[src/rtl/execute_sequencer.sv]
// Microstep sequencer: after fetch hands over an opcode, walks its microcode
// steps through an async ROM, retires the instruction and requests the next fetch.
module execute_sequencer #(
  parameter int unsigned OPCODE_WIDTH = 8,
  parameter int unsigned MS_WIDTH     = 3,
  parameter int unsigned CW_WIDTH     = 32
) (
  input  logic                             clk,
  input  logic                             reset,
  input  logic                             fetch_done,
  input  logic [OPCODE_WIDTH-1:0]          opcode,
  output logic [OPCODE_WIDTH+MS_WIDTH-1:0] ucode_addr,
  input  logic [CW_WIDTH-1:0]              ucode_word,
  input  logic                             ucode_last,
  input  logic                             ucode_halt,
  output logic [CW_WIDTH-1:0]              control_word,
  output logic [MS_WIDTH-1:0]              current_microstep,
  output logic                             fetch_start,
  output logic                             instr_complete,
  output logic                             halted,
  output logic                             seq_error
);

  localparam logic [MS_WIDTH-1:0] MS_MAX = '1;

  typedef enum logic [2:0] {
    FETCH_REQ,
    WAIT_FETCH,
    EXECUTE,
    COMPLETE,
    HALTED
  } state_t;

  state_t                  state;
  state_t                  state_nxt;
  logic [OPCODE_WIDTH-1:0] opcode_q;
  logic [MS_WIDTH-1:0]     microstep;
  logic                    in_exec;
  logic                    step_halt;
  logic                    step_last;
  logic                    step_wrap;

  // Resolve the ROM flags in priority order: halt, last, counter overflow.
  assign in_exec   = (state == EXECUTE);
  assign step_halt = in_exec & ucode_halt;
  assign step_last = in_exec & ~ucode_halt & ucode_last;
  assign step_wrap = in_exec & ~ucode_halt & ~ucode_last & (microstep == MS_MAX);

  assign ucode_addr        = {opcode_q, microstep};
  assign current_microstep = microstep;

  always_ff @(posedge clk) begin
    if (!reset) begin
      state <= FETCH_REQ;
    end else begin
      state <= state_nxt;
    end
  end

  always_comb begin
    state_nxt = state;
    unique case (state)
      FETCH_REQ:  state_nxt = WAIT_FETCH;
      WAIT_FETCH: if (fetch_done) state_nxt = EXECUTE;
      EXECUTE: begin
        if (step_halt) begin
          state_nxt = HALTED;
        end else if (step_last || step_wrap) begin
          state_nxt = COMPLETE;
        end
      end
      COMPLETE:   state_nxt = FETCH_REQ;
      HALTED:     state_nxt = HALTED;
      default:    state_nxt = FETCH_REQ;
    endcase
  end

  // fetch_start is held off while reset is asserted even though the state already reads FETCH_REQ.
  always_comb begin
    control_word = '0;
    fetch_start  = 1'b0;
    unique case (state)
      FETCH_REQ:  fetch_start  = reset;
      EXECUTE:    control_word = ucode_word;
      WAIT_FETCH,
      COMPLETE,
      HALTED:     control_word = '0;
      default:    control_word = '0;
    endcase
  end

  always_ff @(posedge clk) begin
    if (!reset) begin
      opcode_q       <= '0;
      microstep      <= '0;
      halted         <= 1'b0;
      seq_error      <= 1'b0;
      instr_complete <= 1'b0;
    end else begin
      instr_complete <= step_halt | step_last | step_wrap;
      if (state == WAIT_FETCH && fetch_done) begin
        opcode_q  <= opcode;
        microstep <= '0;
      end else if (step_last || step_wrap) begin
        microstep <= '0;
      end else if (in_exec && !ucode_halt) begin
        microstep <= microstep + MS_WIDTH'(1);
      end
      if (step_halt) halted <= 1'b1;
      if (step_wrap) seq_error <= 1'b1;
    end
  end

endmodule

[config.mk]
export PLATFORM = sky130hd
export DESIGN_NAME = execute_sequencer
export DESIGN_NICKNAME = d
export VERILOG_FILES = /design/src/rtl/execute_sequencer.sv
export SDC_FILE = /design/constraint.sdc
export NUM_CORES = 1
export LEC_CHECK = 0
export ABC_AREA = 1
export ABC_CLOCK_PERIOD_IN_PS = 1410
export CORE_UTILIZATION = 31
export DETAILED_ROUTE_END_ITERATION = 12
export GPL_TIMING_DRIVEN = 0
export PLACE_DENSITY_LB_ADDON = 0.3
export SETUP_SLACK_MARGIN = 0.4
export SLEW_MARGIN = 30
export SYNTH_ARGS = -nofsm -noshare
export SYNTH_HDL_FRONTEND = slang
export SYNTH_SLANG_ARGS = --single-unit
[constraint.sdc]
create_clock -name clk -period 1.41 [get_ports clk]
set_input_delay 0.282 -clock clk [delete_from_list [all_inputs] [get_ports clk]]
set_output_delay 0.282 -clock clk [all_outputs]
set_load 0.02 [all_outputs]
Yosys cells after proc, flatten, opt, wreduce, memory -nomap -nowiden
Cells that the tools add are included.
{"block": "word_totals", "register_bits": 17, "input_bits": 45, "output_inout_bits": 50, "wordCells": 36}
{"block": "op_classes", "add_sub_neg": 1, "eq_ne": 6, "mux": 6, "n_bitwise": 10, "n_reduce_logical": 7}
{"op": "$mux W32", "n": 1}
{"op": "$pmux W3 S4", "n": 1}
{"op": "$mux W3", "n": 3}
{"op": "$eq A3 B3 Y1 const B", "n": 2}
{"op": "$and A1 B1 Y1", "n": 5}
{"op": "$add A3 B1 Y3 const B", "n": 1}
{"op": "$eq A3 B1 Y1 const B", "n": 1}
{"op": "$eq A3 B2 Y1 const B", "n": 1}
{"op": "$logic_not A3 Y1", "n": 1}
{"op": "$ne A3 B1 Y1 const B", "n": 1}
{"op": "$not A1 Y1", "n": 3}
{"op": "$reduce_or A3 Y1", "n": 1}
{"op": "$logic_and A1 B1 Y1", "n": 2}
{"op": "$ne A2 B2 Y1 const B", "n": 1}
{"op": "$or A1 B1 Y1", "n": 2}
{"op": "$reduce_and A2 Y1", "n": 1}
{"op": "$logic_not A1 Y1", "n": 1}
{"op": "$logic_or A1 B1 Y1", "n": 1}
{"op": "$mux W1", "n": 1}

Depth between registers and ports, before layout
Gate-level depths: netlist of the first run.
{"block": "depth", "word_depth": 8, "ltp_mapped": 7, "depth_no_buf": 6}

Least setup slack after synthesis of the first run
No wires, ideal clock.
{"block": "synth_timing", "kind": "flip-flop to flip-flop", "from": "register microstep[0], in the netlist current_microstep[0]", "to": "register microstep[0], in the netlist current_microstep[0]", "setup_ns": 0.064, "arrival_ns": 1.335, "required_ns": 1.346, "path_slack_ns": 0.011, "path_stages_with_launch": 7, "path_buffers": 0, "synth_period_minus_slack_ns": 1.399, "cell_sequence": "dfxtp_1 -> ha_1 -> ha_1 -> or2_2 -> nand3_1 -> nand2_2 -> nor2_1"}
{"block": "synth_via", "elab_chain_cells": 4, "word_cells_on_any_way": 5, "classes_between": "add/sub (1); eq/ne (1); bitwise (1); reduce/logical (2)"}
{"item": "start, declared", "line": "37", "source": "logic [MS_WIDTH-1:0] microstep;"}
{"item": "start signal, assigned", "line": "107", "source": "microstep <= microstep + MS_WIDTH'(1);"}
{"item": "$eq A3 B3 Y1", "line": "47", "source": "assign step_wrap = in_exec & ~ucode_halt & ~ucode_last & (microstep == MS_MAX);"}
{"item": "$and A1 B1 Y1", "line": "47"}
{"item": "$logic_or A1 B1 Y1", "line": "104", "source": "end else if (step_last || step_wrap) begin"}
{"item": "$reduce_or A3 Y1 (no line)"}
Parallel ways exist; a longest one is shown, timed or not.
A chain may end at the register's enable or synchronous reset.

Final worst setup path of the first run
{"block": "layout_timing", "from": "register state[2]", "to": "output control_word[31]"}
{"block": "layout_via", "elab_chain_cells": 2}
{"item": "start, declared", "line": "34", "source": "state_t state;"}
{"item": "start signal, assigned", "line": "56", "source": "state <= state_nxt;"}
{"item": "$eq A3 B2 Y1", "line": "82", "source": "unique case (state)"}
{"item": "$mux W32", "line": "82"}
{"item": "end, declared", "line": "16", "source": "output logic [CW_WIDTH-1:0] control_word,"}
Every way passes these cells.

==> flow_summary.toml, run 1 <==
[critical_path]
critPathRequiredTime_ns = 1.13
worstSetupPathType = "reg -> out"
startpoint_type = "register"
worstPathArrival_ns = 1.40
crit_path_max_fanout = 4
worst_setup_path_end_kind = "output pin"

[logic_synthesis]
yosys_warnings = 0
syn_area_per_cell_um2 = 6.23
synthCells = 172
synthTopCellsByCount = "inv_1, nor2_1, nand2_1"
synth_ff_type = "dfxtp_1"
yosysTopAreaCell = "dfxtp_1"
yosysUniqueCellTypes = 18
synth.top_cell.area_share_pct = 31.8
synth_area_um2 = 1070
yosys-top-cells-area = "dfxtp_1, inv_1, nor2_1, nand2_1, nand4_1"
synth_edf_count = 0
synth_fp_nets = 219
async_reset_ff_share_pct = 0
synth_most_common_cell = "inv_1"
ys_ff_latch = 17
ys_seq_area_share_pct = 31.8

[grt]
grt_pass1_wl_um = 6660
grt_use_total_pct = 24.2
met1_usage_pct = 24.2
grt_use_met2_pct = 51.2
grt_max_degree = 12
first_global_vias = 1485
antenna_found_initial = 0
grt_use_met3_pct = 5.97
grt_overflow = 0
grt_busiest_layer = "met2"

[floorplanning]
die-height_um = 60.8
rows = 20
core_um2 = 3150
num_io_pins = 95
dieWidth_um = 60.8
initial_utilization_pct = 34.0
die_area_um2 = 3690

[drt]
drt-vias-per-instance = 5.00
routed_wl_um = 6270
drtAntennaViolNets = 0
drt_first_pass_iters = 4
route.detailed.drc = 0
vias = 1700
drtIter0Drc = 57
wl_per_cell_um = 18.5

[clock_network]
root_buffer = "clkbuf_4"
cts_tree = "built"
numCtsBuffers = 3
cts.sinks = 17
path_clk_slew_ns = 0.14
clock_latency_ns = 0.31
cts_max_level = 1
cts_buffer_depth = 2
cts_hold_buf = 0

[finish]
final_core_utilization_pct = 92.7
fillers = 106
antenna_cells = 0
area_delta_synth_final_pct = 173
layout-drive-gt1-share_pct = 61.5
stdcell_area_um2 = 2920
final_nets = 344

[placement]
place_hpwl_um = 3110
portBuffers = 93
place.gp.congestion = 0.723
placed_cell_area_um2 = 2380

[sta]
setup_viol = 44
rsz0062_at_grt = "true"
hold_viol = 0
finalCritPeriodShare_pct = 120
clock.fmax_mhz = 593
fin_crit_ns = 1.69
slew_headroom_pct = 79.1
setup_slack_ns = -0.276
worst_pin_slew_ns = 0.313
finClkSkew_ns = 0.0237
slew_violations = 0

[pwr]
powerDensity_nw_per_um2 = 756
ir_drop_uv = 938
p_leak_nw = 1.30

[status]
outcome = "complete, but fails checks"
violations = "setup timing"

[min_path]
hold_class = "in -> reg"

[flow_run]
max_cap_viol_count = 0
[per-layer routing]
layer,part of all wire (%),vias to the layer above
met5,0,-
met4,4.2,0
met3,10,28
met2,52,114
met1,33,798
li1,-,760
[repair_timing]
| action | in CTS | in global routing |
|---|---|---|
| endpoints found under the setup margin | 67 | 67 |
| pin swaps | 18 | 12 |
| gates cloned | 1 | 1 |
| gates resized for setup | 320 | 56 |
| setup buffers | 15 | 10 |
[final cells by class]
type / instances / area [um2] / share of cell area [%]
flip-flops and latches: 17 / 374 / 12.8
inverters: 43 / 164 / 5.61
clock inverters: 1 / 6.26 / 0.214
plain buffers: 11 / 140 / 4.79
multi-input cells: 102 / 917 / 31.4
clock buffers: 3 / 22.5 / 0.770
well taps: 44 / 55.1 / 1.88
repair buffers: 119 / 1240 / 42.6
[path summary, 6_finish.rpt]
check                           slack (ns)                           endpoint              startpoint  cells after the start
worst max-delay path                 -0.28                   control_word[31]   state[2]$_SDFFE_PN0P_                      5
worst max register to register       -0.21  current_microstep[1]$_SDFFE_PP0N_   state[2]$_SDFFE_PN0P_                     12
worst min register to register        0.48             seq_error$_SDFFE_PN0P_  seq_error$_SDFFE_PN0P_                      2
worst min-delay path                  0.39           opcode_q[3]$_SDFFE_PN0P_              fetch_done                      3
[cells by family after synthesis]
family / Yosys count / share of synthesized area (%)
flops: 17 / 31.8
fa+ha+maj: 2 / 2.34
buf+inv: 54 / 22.2
simple gates: 86 / 37.6
compound gates: 13 / 6.07
[worst max-delay path, cell delays in order, from the launching register on]
cell,delay (ns)
dfxtp_4,0.39
nor2_4,0.12
nand2_4,0.11
buf_4,0.16
nor2_1,0.14
buf_4,0.17
[report_power, final]
| part | switching (W) | internal [W] | total (W) |
|---|---|---|---|
| Sequential | 0.0000377 | 0.000518 | 0.000556 |
| Clock | 0.000189 | 0.000110 | 0.000299 |
| Combinational | 0.000688 | 0.000667 | 0.00135 |
[metrics by stage]
step                      setup WS, ns  std cells  total power, W  hold WS (ns)  TNS (ns)
after floorplan                  0.206        172         0.00112         0.402         0
after global placement          -0.761        309         0.00146         0.444    -13.40
after detailed placement        -0.813        309         0.00148         0.444    -14.41
after CTS                       -0.206        329         0.00191         0.353     -6.10
after global routing            -0.291        340         0.00229         0.396     -9.49
final                           -0.276        340         0.00221         0.387     -7.74
[placed cells by master (no fill, tap or decap), drive strengths merged]
cell type       n
a21oi          12
nor2           45
nand2          25
buf            86
inv            44
ha              2
dfxtp          17
o21ai           1
dlygate4sd2     1
or2             1
nand3           5
nand4          11
clkbuf          4
clkdlybuf4s50  42
[state kept, by name, summed over array words and instances (netlist names)]
register           flops
seq_error              1
instr_complete         1
halted                 1
opcode_q               8
current_microstep      3
state                  3
(Power assumes the default switching activity.)
==> run 2, diff against run 1 <==
- REMOVE_ABC_BUFFERS: not set -> 1
==> run 2 against run 1 <==
Worst hold slack better by 0.052 ns. Sequential share of layout area rose by 1.2 points. Count of clock-buffer cells in the layout rose by 1. Critical path type unchanged. Clock power is 4% lower. Cell count down 1.2%. Register-to-register slack lost 0.08 ns. Largest power group unchanged. First-iteration DRC count up 5.3%. The run still ends with setup timing left. Wire length down 17%. Via count shrank 7.8%. Power decreased by 3.1%. Critical path depth stayed put. Worst setup slack got worse by 0.027 ns.
==> flow_summary.toml, run 2 (synthesis results as in run 1) <==
[pwr]
clkPwrFrac_pct = 13.4
p_seq_share_pct = 26.9
powerDensity_nw_per_um2 = 803
p_comb_share_pct = 59.7
ir_drop_uv = 540
p_leak_nw = 1.24
internal_power_w = 0.00127
p_switching_w = 0.000869
swShare_pct = 40.6
p_total_w = 0.00214

[drt]
wl_met3_um = 427
drt_first_pass_iters = 4
dr_wl_met2_um = 2590
route.detailed.drc = 0
wl_per_cell_um = 15.5
drt-vias-per-instance = 4.67
vias = 1568
drtIter0Drc = 60
routed_wl_um = 5200
drtAntennaViolNets = 0
top_layer_used = "met4"
wl_met1_um = 2050

[sta]
fin_crit_ns = 1.71
rsz0062_at_grt = "true"
setup_viol = 38
slew_headroom_pct = 61.8
clock.fmax_mhz = 584
hold_viol = 0
worst_pin_slew_ns = 0.573
finClkSkew_ns = 0.00100
setup_slack_ns = -0.304
slew_violations = 0
tns_ns = -8.87
finalCritPeriodShare_pct = 122

[placement]
placed_cell_area_um2 = 1990
place.gp.congestion = 0.782
dp_cells = 299
place_hpwl_um = 2510
portBuffers = 94

[clock_network]
cts_hold_buf = 0
numCtsBuffers = 3
path_clk_slew_ns = 0.11
cts.sinks = 17
root_buffer = "clkbuf_4"
cts_buffer_depth = 2
cts_tree = "built"
cts_max_level = 1
clock_latency_ns = 0.31

[finish]
largest_reg_flops = 8
stdcell_area_um2 = 2670
fillers = 187
final_core_utilization_pct = 84.6
layout-drive-gt1-share_pct = 52.1
largest_register = "opcode_q"
antenna_cells = 0
fin_cells = 336
area_delta_synth_final_pct = 149
final_cell_mix = "buf_6, clkdlybuf4s50_1, inv_1"
final_nets = 340
final_common_cell = "buf_6"

[grt]
grt_max_degree = 14
grt_overflow = 0
grt_use_total_pct = 23.1
grt_pass1_wl_um = 6240
antenna_found_initial = 0
first_global_vias = 1345

[critical_path]
critPathRequiredTime_ns = 1.13
worst_setup_path_end_kind = "output pin"
reg2reg_setup_slack_ns = -0.29
path_cells = "nor2_4, buf_12, nand2_4, nor2_1, buf_4"
cp-startpoint = "state[0]$_SDFFE_PN0P_"
crit_slowest_cell = "dfxtp_4"
timing.rr.start = "state[0]$_SDFFE_PN0P_"
max_stage_delay_ns = 0.38
startpoint_type = "register"
r2r_end = "current_microstep[1]$_SDFFE_PP0N_"
worstPathArrival_ns = 1.43
crit_path_max_fanout = 8
setup.worst_path.end = "control_word[6]"
ff2ff_path_depth = 13
worstSetupPathType = "reg -> out"

[flow_run]
max_cap_viol_count = 0

[floorplanning]
rows = 20
die-height_um = 60.8
core_um2 = 3150
die_area_um2 = 3690
initial_utilization_pct = 34.0
dieWidth_um = 60.8
num_io_pins = 95

[status]
violations = "setup timing"
outcome = "complete, but fails checks"

[min_path]
hold_class = "in -> reg"
[run 2: cell count changes in the layout (fill, tap and decap cells not counted), sizes merged]
| cell | before | now |
|---|---|---|
| buf | 86 | 79 |
| nand2 | 25 | 28 |
| dlygate4sd2 | 1 | 2 |
| inv | 44 | 43 |
[run 2: area by class of cell]
cell class                 count  area (um2)  share of cell area, %
timing repair buffer         123        1250                   46.9
multi-input combinational    105         797                   29.9
sequential                    17         374                   14.0
inverter                      43         164                   6.14
tap                           44        55.1                   2.06
clock buffer                   4        26.3                  0.985
[run 2: routing by layer]
metal | vias to the layer above | GRT usage [%]
met1 | 726 | 25.2
met4 | 0 | 10.4
li1 | 756 | -
met5 | - | 0
met2 | 75 | 42.2
met3 | 11 | 5.33
[run 2: through the flow]
stage               setup WS [ns]  hold slack [ns]
floorplan                  -0.118            0.402
global placement           -0.787            0.444
detailed placement         -0.776            0.445
CTS                        -0.143            0.414
global route               -0.357            0.458
finish                     -0.304            0.439
[run 2: critical path: cells and delay by family, from the launching register on]
family	cells	cell delay, ns
simple gates	3	0.40
flops	1	0.38
buf+inv	2	0.33
[run 2: power groups by stage]
stage	clock network, W	logic (W)	registers [W]
floorplan	0	0.000301	0.000603
global placement	0	0.000673	0.000581
detailed placement	0	0.000680	0.000581
CTS	0.000271	0.00107	0.000572
global route	0.000297	0.00134	0.000578
finish	0.000287	0.00128	0.000576
[run 2: what timing repair did]
item / 4_1_cts / 5_1_grt
buffers inserted: 21 / 8
endpoints found under the setup margin: 67 / 67
cloned: 4 / 0
gates resized for setup: 339 / 59
pin swaps: 12 / 8
[run 2: worst min-delay path by stage]
stage / from / cells after the start / end / slack (ns)
6_report: reset / 3 / state[1]$_SDFFE_PN0P_ / 0.44
5_1_grt: reset / 3 / state[1]$_SDFFE_PN0P_ / 0.46
4_1_cts: reset / 3 / state[1]$_SDFFE_PN0P_ / 0.41
3_5_place_dp: halted$_SDFFE_PN0P_ / 2 / halted$_SDFFE_PN0P_ / 0.44
3_3_place_gp: halted$_SDFFE_PN0P_ / 2 / halted$_SDFFE_PN0P_ / 0.44
2_1_floorplan: reset / 2 / state[1]$_SDFFE_PN0P_ / 0.40
